$ cat src/rtl/imm_pipe_extender.sv
// RISC-V immediate extractor/extender with a tag sideband; 1-cycle latency, registered outputs.
// Valid/ready backpressure; IMM_PIPE_SKID_EN selects a 2-entry skid buffer with registered in_ready.
module imm_pipe_extender #(
    parameter int XLEN  = 32,
    parameter int TAG_W = 32
) (
    input  logic             clk,
    input  logic             rst_n,
    input  logic             flush,
    input  logic             in_valid,
    output logic             in_ready,
    input  logic [24:0]      in_instr,
    input  logic [2:0]       in_imm_src,
    input  logic [TAG_W-1:0] in_tag,
    output logic             out_valid,
    input  logic             out_ready,
    output logic [XLEN-1:0]  out_imm,
    output logic [TAG_W-1:0] out_tag,
    output logic             out_illegal
);

    generate
        if (XLEN != 32 && XLEN != 64) begin : g_bad_xlen
            $error("imm_pipe_extender: XLEN must be 32 or 64");
        end
    endgenerate

    // Indexed by real instruction bit number so the format table reads like the ISA manual.
    logic [31:7]     w_ins;
    logic [31:0]     w_raw;
    logic            w_zext;
    logic            w_ill;
    logic [XLEN-1:0] w_imm;
    logic            w_in_xfer;

    assign w_ins = in_instr;

    always_comb begin
        w_raw  = 32'h0;
        w_zext = 1'b0;
        w_ill  = 1'b0;
        case (in_imm_src)
            3'b000: w_raw = {{20{w_ins[31]}}, w_ins[31:20]};
            3'b001: w_raw = {{20{w_ins[31]}}, w_ins[31:25], w_ins[11:7]};
            3'b010: w_raw = {{19{w_ins[31]}}, w_ins[31], w_ins[7], w_ins[30:25], w_ins[11:8], 1'b0};
            3'b011: w_raw = {{11{w_ins[31]}}, w_ins[31], w_ins[19:12], w_ins[20], w_ins[30:21], 1'b0};
            3'b100: w_raw = {w_ins[31:12], 12'h000};
            3'b101: begin
                w_raw  = {27'h0, w_ins[19:15]};
                w_zext = 1'b1;
            end
            3'b110: begin
                w_raw  = (XLEN == 64) ? {26'h0, w_ins[25:20]} : {27'h0, w_ins[24:20]};
                w_zext = 1'b1;
            end
            default: begin
                w_zext = 1'b1;
                w_ill  = 1'b1;
            end
        endcase
    end

    assign w_imm     = w_zext ? XLEN'(w_raw) : XLEN'($signed(w_raw));
    assign w_in_xfer = in_valid && in_ready;

    logic             r_out_vld;
    logic [XLEN-1:0]  r_out_imm;
    logic [TAG_W-1:0] r_out_tag;
    logic             r_out_ill;

`ifdef IMM_PIPE_SKID_EN
    logic             r_skid_vld;
    logic [XLEN-1:0]  r_skid_imm;
    logic [TAG_W-1:0] r_skid_tag;
    logic             r_skid_ill;
    logic             r_in_rdy;

    // r_in_rdy always mirrors !r_skid_vld, kept as its own flop so in_ready never sees out_ready.
    always_ff @(posedge clk or negedge rst_n) begin
        if (!rst_n) begin
            r_out_vld  <= 1'b0;
            r_out_imm  <= '0;
            r_out_tag  <= '0;
            r_out_ill  <= 1'b0;
            r_skid_vld <= 1'b0;
            r_skid_imm <= '0;
            r_skid_tag <= '0;
            r_skid_ill <= 1'b0;
            r_in_rdy   <= 1'b1;
        end else if (flush) begin
            r_out_vld  <= 1'b0;
            r_skid_vld <= 1'b0;
            r_in_rdy   <= 1'b1;
        end else if (r_skid_vld) begin
            if (out_ready) begin
                r_out_imm  <= r_skid_imm;
                r_out_tag  <= r_skid_tag;
                r_out_ill  <= r_skid_ill;
                r_skid_vld <= 1'b0;
                r_in_rdy   <= 1'b1;
            end
        end else if (w_in_xfer) begin
            if (!r_out_vld || out_ready) begin
                r_out_vld <= 1'b1;
                r_out_imm <= w_imm;
                r_out_tag <= in_tag;
                r_out_ill <= w_ill;
            end else begin
                r_skid_vld <= 1'b1;
                r_skid_imm <= w_imm;
                r_skid_tag <= in_tag;
                r_skid_ill <= w_ill;
                r_in_rdy   <= 1'b0;
            end
        end else if (out_ready) begin
            r_out_vld <= 1'b0;
        end
    end

    assign in_ready = r_in_rdy;
`else
    logic w_out_xfer;

    assign w_out_xfer = r_out_vld && out_ready;

    always_ff @(posedge clk or negedge rst_n) begin
        if (!rst_n) begin
            r_out_vld <= 1'b0;
            r_out_imm <= '0;
            r_out_tag <= '0;
            r_out_ill <= 1'b0;
        end else if (flush) begin
            r_out_vld <= 1'b0;
        end else if (w_in_xfer) begin
            r_out_vld <= 1'b1;
            r_out_imm <= w_imm;
            r_out_tag <= in_tag;
            r_out_ill <= w_ill;
        end else if (w_out_xfer) begin
            r_out_vld <= 1'b0;
        end
    end

    assign in_ready = !r_out_vld || out_ready;
`endif

    assign out_valid   = r_out_vld;
    assign out_imm     = r_out_imm;
    assign out_tag     = r_out_tag;
    assign out_illegal = r_out_ill;

endmodule

$ cat config.mk
export PLATFORM = sky130hd
export DESIGN_NAME = imm_pipe_extender
export DESIGN_NICKNAME = d
export VERILOG_FILES = /design/src/rtl/imm_pipe_extender.sv
export SDC_FILE = /design/constraint.sdc
export NUM_CORES = 1
export LEC_CHECK = 0
export CELL_PAD_IN_SITES_DETAIL_PLACEMENT = 2
export CELL_PAD_IN_SITES_GLOBAL_PLACEMENT = 2
export CORE_MARGIN = 5
export CORE_UTILIZATION = 29
export CTS_BUF_LIST = sky130_fd_sc_hd__clkbuf_8
export DETAILED_ROUTE_END_ITERATION = 10
export PLACE_DENSITY = 0.9
export SLEW_MARGIN = 20
export SYNTH_ARGS = -nofsm -noshare
export SYNTH_HDL_FRONTEND = slang
export SYNTH_SLANG_ARGS = --single-unit
$ cat constraint.sdc
create_clock -name clk -period 3.1 [get_ports clk]
set_input_delay 0.62 -clock clk [delete_from_list [all_inputs] [get_ports clk]]
set_output_delay 0.62 -clock clk [all_outputs]
set_load 0.05 [all_outputs]
==> flow_summary.toml, run 1 <==
[drt]
detail_route.vias_per_cell = 5.13
first_pass_iters = 4
totalWireLength_mm = 11.8
detail_route.drc_violations = 0
initialDrtViolationCount = 102
detailroute.via_count = 2706
post_detailed_route_count_of_antenna_violating_nets = 0
wl_per_cell_um = 22.4

[synth]
post-synth-top-count-cell = "dfrtp_1"
yosysTopAreaCell = "dfrtp_1"
synthDominantCellAreaShare_pct = 53.3
synth_enable_flop_cells = 0
mean_instance_size_in_the_synthesized_netlist_um2 = 12.1
yosys-top-cells-area = "dfrtp_1, mux2_2, o21ai_0"
synthDistinctLibCells = 37
yosysWarnings = 0
number_of_flip_flops_and_latches_in_the_synthesized_netlist = 66
synthTopCellsByCount = "dfrtp_1, o21ai_0, mux2_2"
synth_area_mm2 = 0.00310
predominant_post_synthesis_flop_cell = "dfrtp_1"
syn_nets = 322
synth_async_sr_flop_share_pct = 100
synth.yosys.seq_area_share_pct = 53.3
count_of_mapped_cells_out_of_synthesis = 257

[layout]
num-nets-final = 452
insertedDiodeCount = 0
syn_to_final_growth_pct = 50.4
drive_above_1_share_pct = 19.9

[hold_path]
worst_hold_path_type = "in2async"

[global_route]
number_of_global_route_vias_before_repair = 3022
grt_util_met3_pct = 5.62
globalRouteMet2Util_pct = 34.3
maximum_number_of_pins_on_one_net_before_global_route_repair = 34
grt_most_used_layer = "met2"
grt_first_pass_wirelength_mm = 18.7
globalRoute.totalOverflow = 0
global_route.usage.total_pct = 18.9
use_met1_pct = 21.8
grt_antenna_before_repair = 0

[sta]
fin_hold_ws_ns = 0.157
tns_setup_ns = 0
grt_setup_unrepaired = "false"
tightest_slew_ns = 0.931
finalWorstPathRequiredPeriod_ns = 2.40
fin_skew_ns = 0.00920
max_slew_margin_pct = 37.8
maxSlewViolCount = 0
report.final.hold_viol_count = 0
min_period_over_period_pct = 77.4
final-setup-viol-count = 0
final_worst_slack_ns = 0.701
max_freq_ghz = 0.417

[critical_path]
timing.reg2reg.setup_slack_ns = 1.39
critPathArrivalTime_ns = 1.78
timing.critical_path.slowest_stage_cell = "clkdlybuf4s50_1"
worstSetupPathType = "in2out"
cpPeakStageDelay_ns = 0.42
startpoint_type = "input port"
cp_max_fo = 8
worstPathCellList = "clkdlybuf4s50_1 > nor2b_2 > inv_2 > buf_4"
worst_setup_path_end_kind = "primary output"
critPathRequiredTime_ns = 2.48

[clocking]
clock_insertion_delay_worst_skew_ns = 0.36
cts.path.max_buffers = 2
cts_tree = "yes"
post_cts.resized_instances = 0
clock_tree.root_cell = "clkbuf_8"
cts_buffers = 9
post_cts_hold_buffer_count = 0
postCtsSetupRepairBufs = 0
path_clk_slew_ns = 0.09
cts.sinks = 66
cts-htree-levels = 3

[die]
floorplan.io_pins = 132
floorplan.die_area_mm2 = 0.0129
core_region_area_mm2 = 0.0104
initial_cell_density_of_the_core_pct = 29.9
rows = 37
die_height_um = 113
die_width_um = 113

[power]
power-per-cell-area_mw_per_mm2 = 624
worst_ir_drop_on_vdd_mv = 0.213
p_leak_nw = 1.84

[place]
place_ws_ns = 0.431
number_of_buffers_inserted_by_port_buffering = 131
globalplace.congestion = 0.722
hpwl_mm = 8.61

[job]
drv.max_cap_violation_count = 0

[outcome]
run_status = "completed"
## kinds of logic (layout without fill, tap and decap cells)
group | Yosys count | count (layout) | share of synthesized area [%]
AOI/OAI and AO/OA | 91 | 91 | 18.9
xor gates and xnor gates | 1 | 1 | 0.525
buffers and inverters | 25 | 160 | 5.85
muxes | 38 | 38 | 13.6
and+or+nand+nor | 36 | 36 | 7.87
DFF | 66 | 66 | 53.3
## cell usage in the layout, fill, tap and decap left out, drive strengths merged, types with 3 or more instances in the layout
cell type / netlist / final
a22oi: 4 / 4
dfrtp: 66 / 66
mux2: 33 / 33
inv: 2 / 4
and2b: 3 / 3
clkdlybuf4s50: 0 / 129
a31o: 8 / 8
clkinvlp: 0 / 3
nor2b: 4 / 4
a21oi: 14 / 14
o21ai: 43 / 43
buf: 9 / 13
nand3b: 8 / 8
clkbuf: 13 / 9
a221o: 8 / 8
o221ai: 4 / 4
nand2b: 8 / 8
mux2i: 5 / 5
nor2: 5 / 5
nand3: 3 / 3
a2111oi: 8 / 8
## registers in the layout, summed over array words and instances (netlist names)
name	count
out_valid	1
out_illegal	1
out_imm	32
out_tag	32
## routing by layer
layer | up-vias | routed length [um]
li1 | 1215 | -
met1 | 1412 | 4540
met2 | 67 | 6490
met3 | 12 | 625
met4 | 0 | 160
met5 | - | 0
## critical path, delay by kind of cell
kind,cells,cell delay (ns)
buffers and inverters,3,0.76
and+or+nand+nor,1,0.40
## power breakdown
| part | internal, mW | switching, mW | total (mW) |
|---|---|---|---|
| registers | 0.995 | 0.0841 | 1.08 |
| clock network | 0.295 | 0.388 | 0.683 |
| logic | 0.420 | 0.727 | 1.15 |
## final cells by class
cell class / instances / area [um^2]
fill: 1073 / 5710
sequential: 66 / 1650
multi-input combinational: 166 / 1270
tap: 136 / 170
clock inverter: 7 / 53.8
timing repair buffer: 142 / 1390
clock buffer: 9 / 124
inverter: 2 / 7.51
## stage by stage
stage          util [%]  total power, mW  cells  area [um^2]
6_report           45.0             2.91    528         4660
5_1_grt            45.0             3.04    528         4660
4_1_cts            45.0             2.94    528         4660
3_5_place_dp       43.3             2.25    512         4490
3_3_place_gp       43.3             2.20    512         4490
2_1_floorplan         -             1.76    257         3100
## path summary, 6_finish.rpt
path / from / to / depth (start not counted)
setup / recovery: out_ready / in_ready / 4
hold / removal: rst_n / out_imm[17] / 1
setup reg to reg: out_valid / out_imm[19] / 4
hold reg to reg: out_tag[7] / out_tag[7] / 1
max in group asynchronous: rst_n / out_imm[20] / 2
min in group clk: out_tag[7] / out_tag[7] / 1
Note: power is estimated with default switching activity, not from simulation.
==> run 2, diff against run 1 <==
--- a/config.mk
+++ b/config.mk
@@ -8,10 +8,10 @@
 export CELL_PAD_IN_SITES_DETAIL_PLACEMENT = 2
 export CELL_PAD_IN_SITES_GLOBAL_PLACEMENT = 2
 export CORE_MARGIN = 5
-export CORE_UTILIZATION = 29
+export CORE_UTILIZATION = 27
 export CTS_BUF_LIST = sky130_fd_sc_hd__clkbuf_8
 export DETAILED_ROUTE_END_ITERATION = 10
-export PLACE_DENSITY = 0.9
+export PLACE_DENSITY = 0.85
 export SLEW_MARGIN = 20
 export SYNTH_ARGS = -nofsm -noshare
 export SYNTH_HDL_FRONTEND = slang
==> constraint.sdc (replaced) <==
create_clock -name clk -period 2.4 [get_ports clk]
set_input_delay 0.48 -clock clk [delete_from_list [all_inputs] [get_ports clk]]
set_output_delay 0.48 -clock clk [all_outputs]
set_load 0.05 [all_outputs]
==> flow_summary.toml, run 2 (same netlist as run 1, synthesis figures left out) <==
[power]
p_int_mw = 2.39
p_leak_nw = 1.89
power-per-cell-area_mw_per_mm2 = 806
p_clk_share_pct = 25.2
power_switching_mw = 1.44
power.share.switching_pct = 37.6
seq_power_share_pct = 36.3
worst_ir_drop_on_vdd_mv = 0.350
combPwrFrac_pct = 38.5

[drt]
totalWireLength_mm = 10.9
detailroute.via_count = 2743
first_pass_iters = 4
initialDrtViolationCount = 133
post_detailed_route_count_of_antenna_violating_nets = 0
detail_route.drc_violations = 0
wl_per_cell_um = 20.3
detail_route.vias_per_cell = 5.12

[critical_path]
cp_max_fo = 2
timing.critical_path.slowest_stage_cell = "clkdlybuf4s50_1"
critical_path.top_delay_family = "buffers and inverters"
cpPeakStageDelay_ns = 0.82
worst_setup_path_end_kind = "primary output"
critPathRequiredTime_ns = 1.92
worstPathCellList = "clkdlybuf4s50_1"
worstSetupPathType = "reg2out"
worst-path-buf-inv = 1
critPathArrivalTime_ns = 1.55
startpoint_type = "flip-flop"

[layout]
multi_input_gate_area_mm2 = 0.00127
insertedDiodeCount = 0
final.fill_count = 1202
layout_commonest_cell = "clkdlybuf4s50_1"
drive_above_1_share_pct = 19.8
final-seq-area_mm2 = 0.00165
syn_to_final_growth_pct = 53.2
most_frequent_cells_in_the_layout = "clkdlybuf4s50_1, dfrtp_1, o21ai_0"
num-nets-final = 454

[clocking]
postCtsSetupRepairBufs = 0
clock_tree.root_cell = "clkbuf_8"
cts_tree = "yes"
cts_buffers = 9
path_clk_slew_ns = 0.07
cts.sinks = 66
clock_insertion_delay_worst_skew_ns = 0.34
post_cts_hold_buffer_count = 0
cts-htree-levels = 3
post_cts.resized_instances = 0
cts.path.max_buffers = 2

[sta]
final-setup-viol-count = 0
tns_setup_ns = 0
min_period_over_period_pct = 84.6
max_slew_margin_pct = 40.1
final_worst_slack_ns = 0.369
finalWorstPathRequiredPeriod_ns = 2.03
tightest_slew_ns = 0.897
report.final.hold_viol_count = 0
grt_setup_unrepaired = "false"
fin_skew_ns = 0.00505
maxSlewViolCount = 0
max_freq_ghz = 0.492

[hold_path]
worst_hold_path_type = "in2async"

[global_route]
globalRoute.totalOverflow = 0
grt_util_met3_pct = 3.96
use_met1_pct = 19.9
grt_antenna_before_repair = 0
globalRouteMet2Util_pct = 27.4
maximum_number_of_pins_on_one_net_before_global_route_repair = 67
global_route.usage.total_pct = 16.0
grt_first_pass_wirelength_mm = 16.9
number_of_global_route_vias_before_repair = 3144
grt_most_used_layer = "met2"

[die]
core_region_area_mm2 = 0.0113
rows = 39
initial_cell_density_of_the_core_pct = 27.4
floorplan.io_pins = 132
floorplan.die_area_mm2 = 0.0137
die_height_um = 117
die_width_um = 117

[outcome]
run_status = "completed"

[place]
hpwl_mm = 7.92
globalplace.congestion = 0.778
number_of_buffers_inserted_by_port_buffering = 131
place_ws_ns = 0.143

[job]
drv.max_cap_violation_count = 0
run 2: power by group through the flow:
stage          sequential, mW  combinational [mW]  clock, mW
2_1_floorplan            2.01               0.274          0
3_3_place_gp             1.40                1.45          0
3_5_place_dp             1.41                1.49          0
4_1_cts                  1.39                1.50       1.00
5_1_grt                  1.41                1.55       1.05
6_report                 1.39                1.48      0.965
run 2: worst reg2reg max path: cells and delay by family, from the launching register on:
kind / cells / cell delay [ns]
DFF: 1 / 0.38
buffers and inverters: 2 / 0.40
and+or+nand+nor: 2 / 0.31
muxes: 1 / 0.39
run 2: final cells by class:
cell class / instances / share of cell area, %
Clock buffer: 12 / 3.48
Clock inverter: 3 / 0.816
Inverter: 2 / 0.158
Multi-Input combinational cell: 166 / 26.7
Sequential cell: 66 / 34.8
Tap cell: 143 / 3.77
Timing Repair Buffer: 144 / 30.3
run 2: per-stage QoR:
stage	cells	utilization [%]	total power, mW	hold WS [ns]	area, um^2
after floorplan	257	-	2.28	0.184	3100
after global placement	521	40.2	2.85	0.488	4550
after detailed placement	521	40.2	2.90	0.499	4550
after CTS	536	42.0	3.89	0.168	4750
after global routing	536	42.0	4.01	0.173	4750
final	536	42.0	3.83	0.159	4750
run 2: worst paths after layout:
check                            start     endpoint  slack, ns  cells past startpoint
max reg2reg                  out_valid   out_tag[4]       0.81                      5
max                        out_imm[28]  out_imm[28]       0.37                      1
max in group asynchronous        rst_n  out_imm[31]       1.93                      2
min                              rst_n   out_tag[8]       0.16                      2
min reg2reg                out_tag[13]  out_tag[13]       0.51                      1
min in group clk           out_tag[13]  out_tag[13]       0.51                      1
run 2: per-layer routing:
layer | wire, um | share of wire [%]
met2 | 5420 | 50
met5 | 0 | 0
met1 | 4610 | 42
met4 | 114 | 1.0
met3 | 727 | 6.7
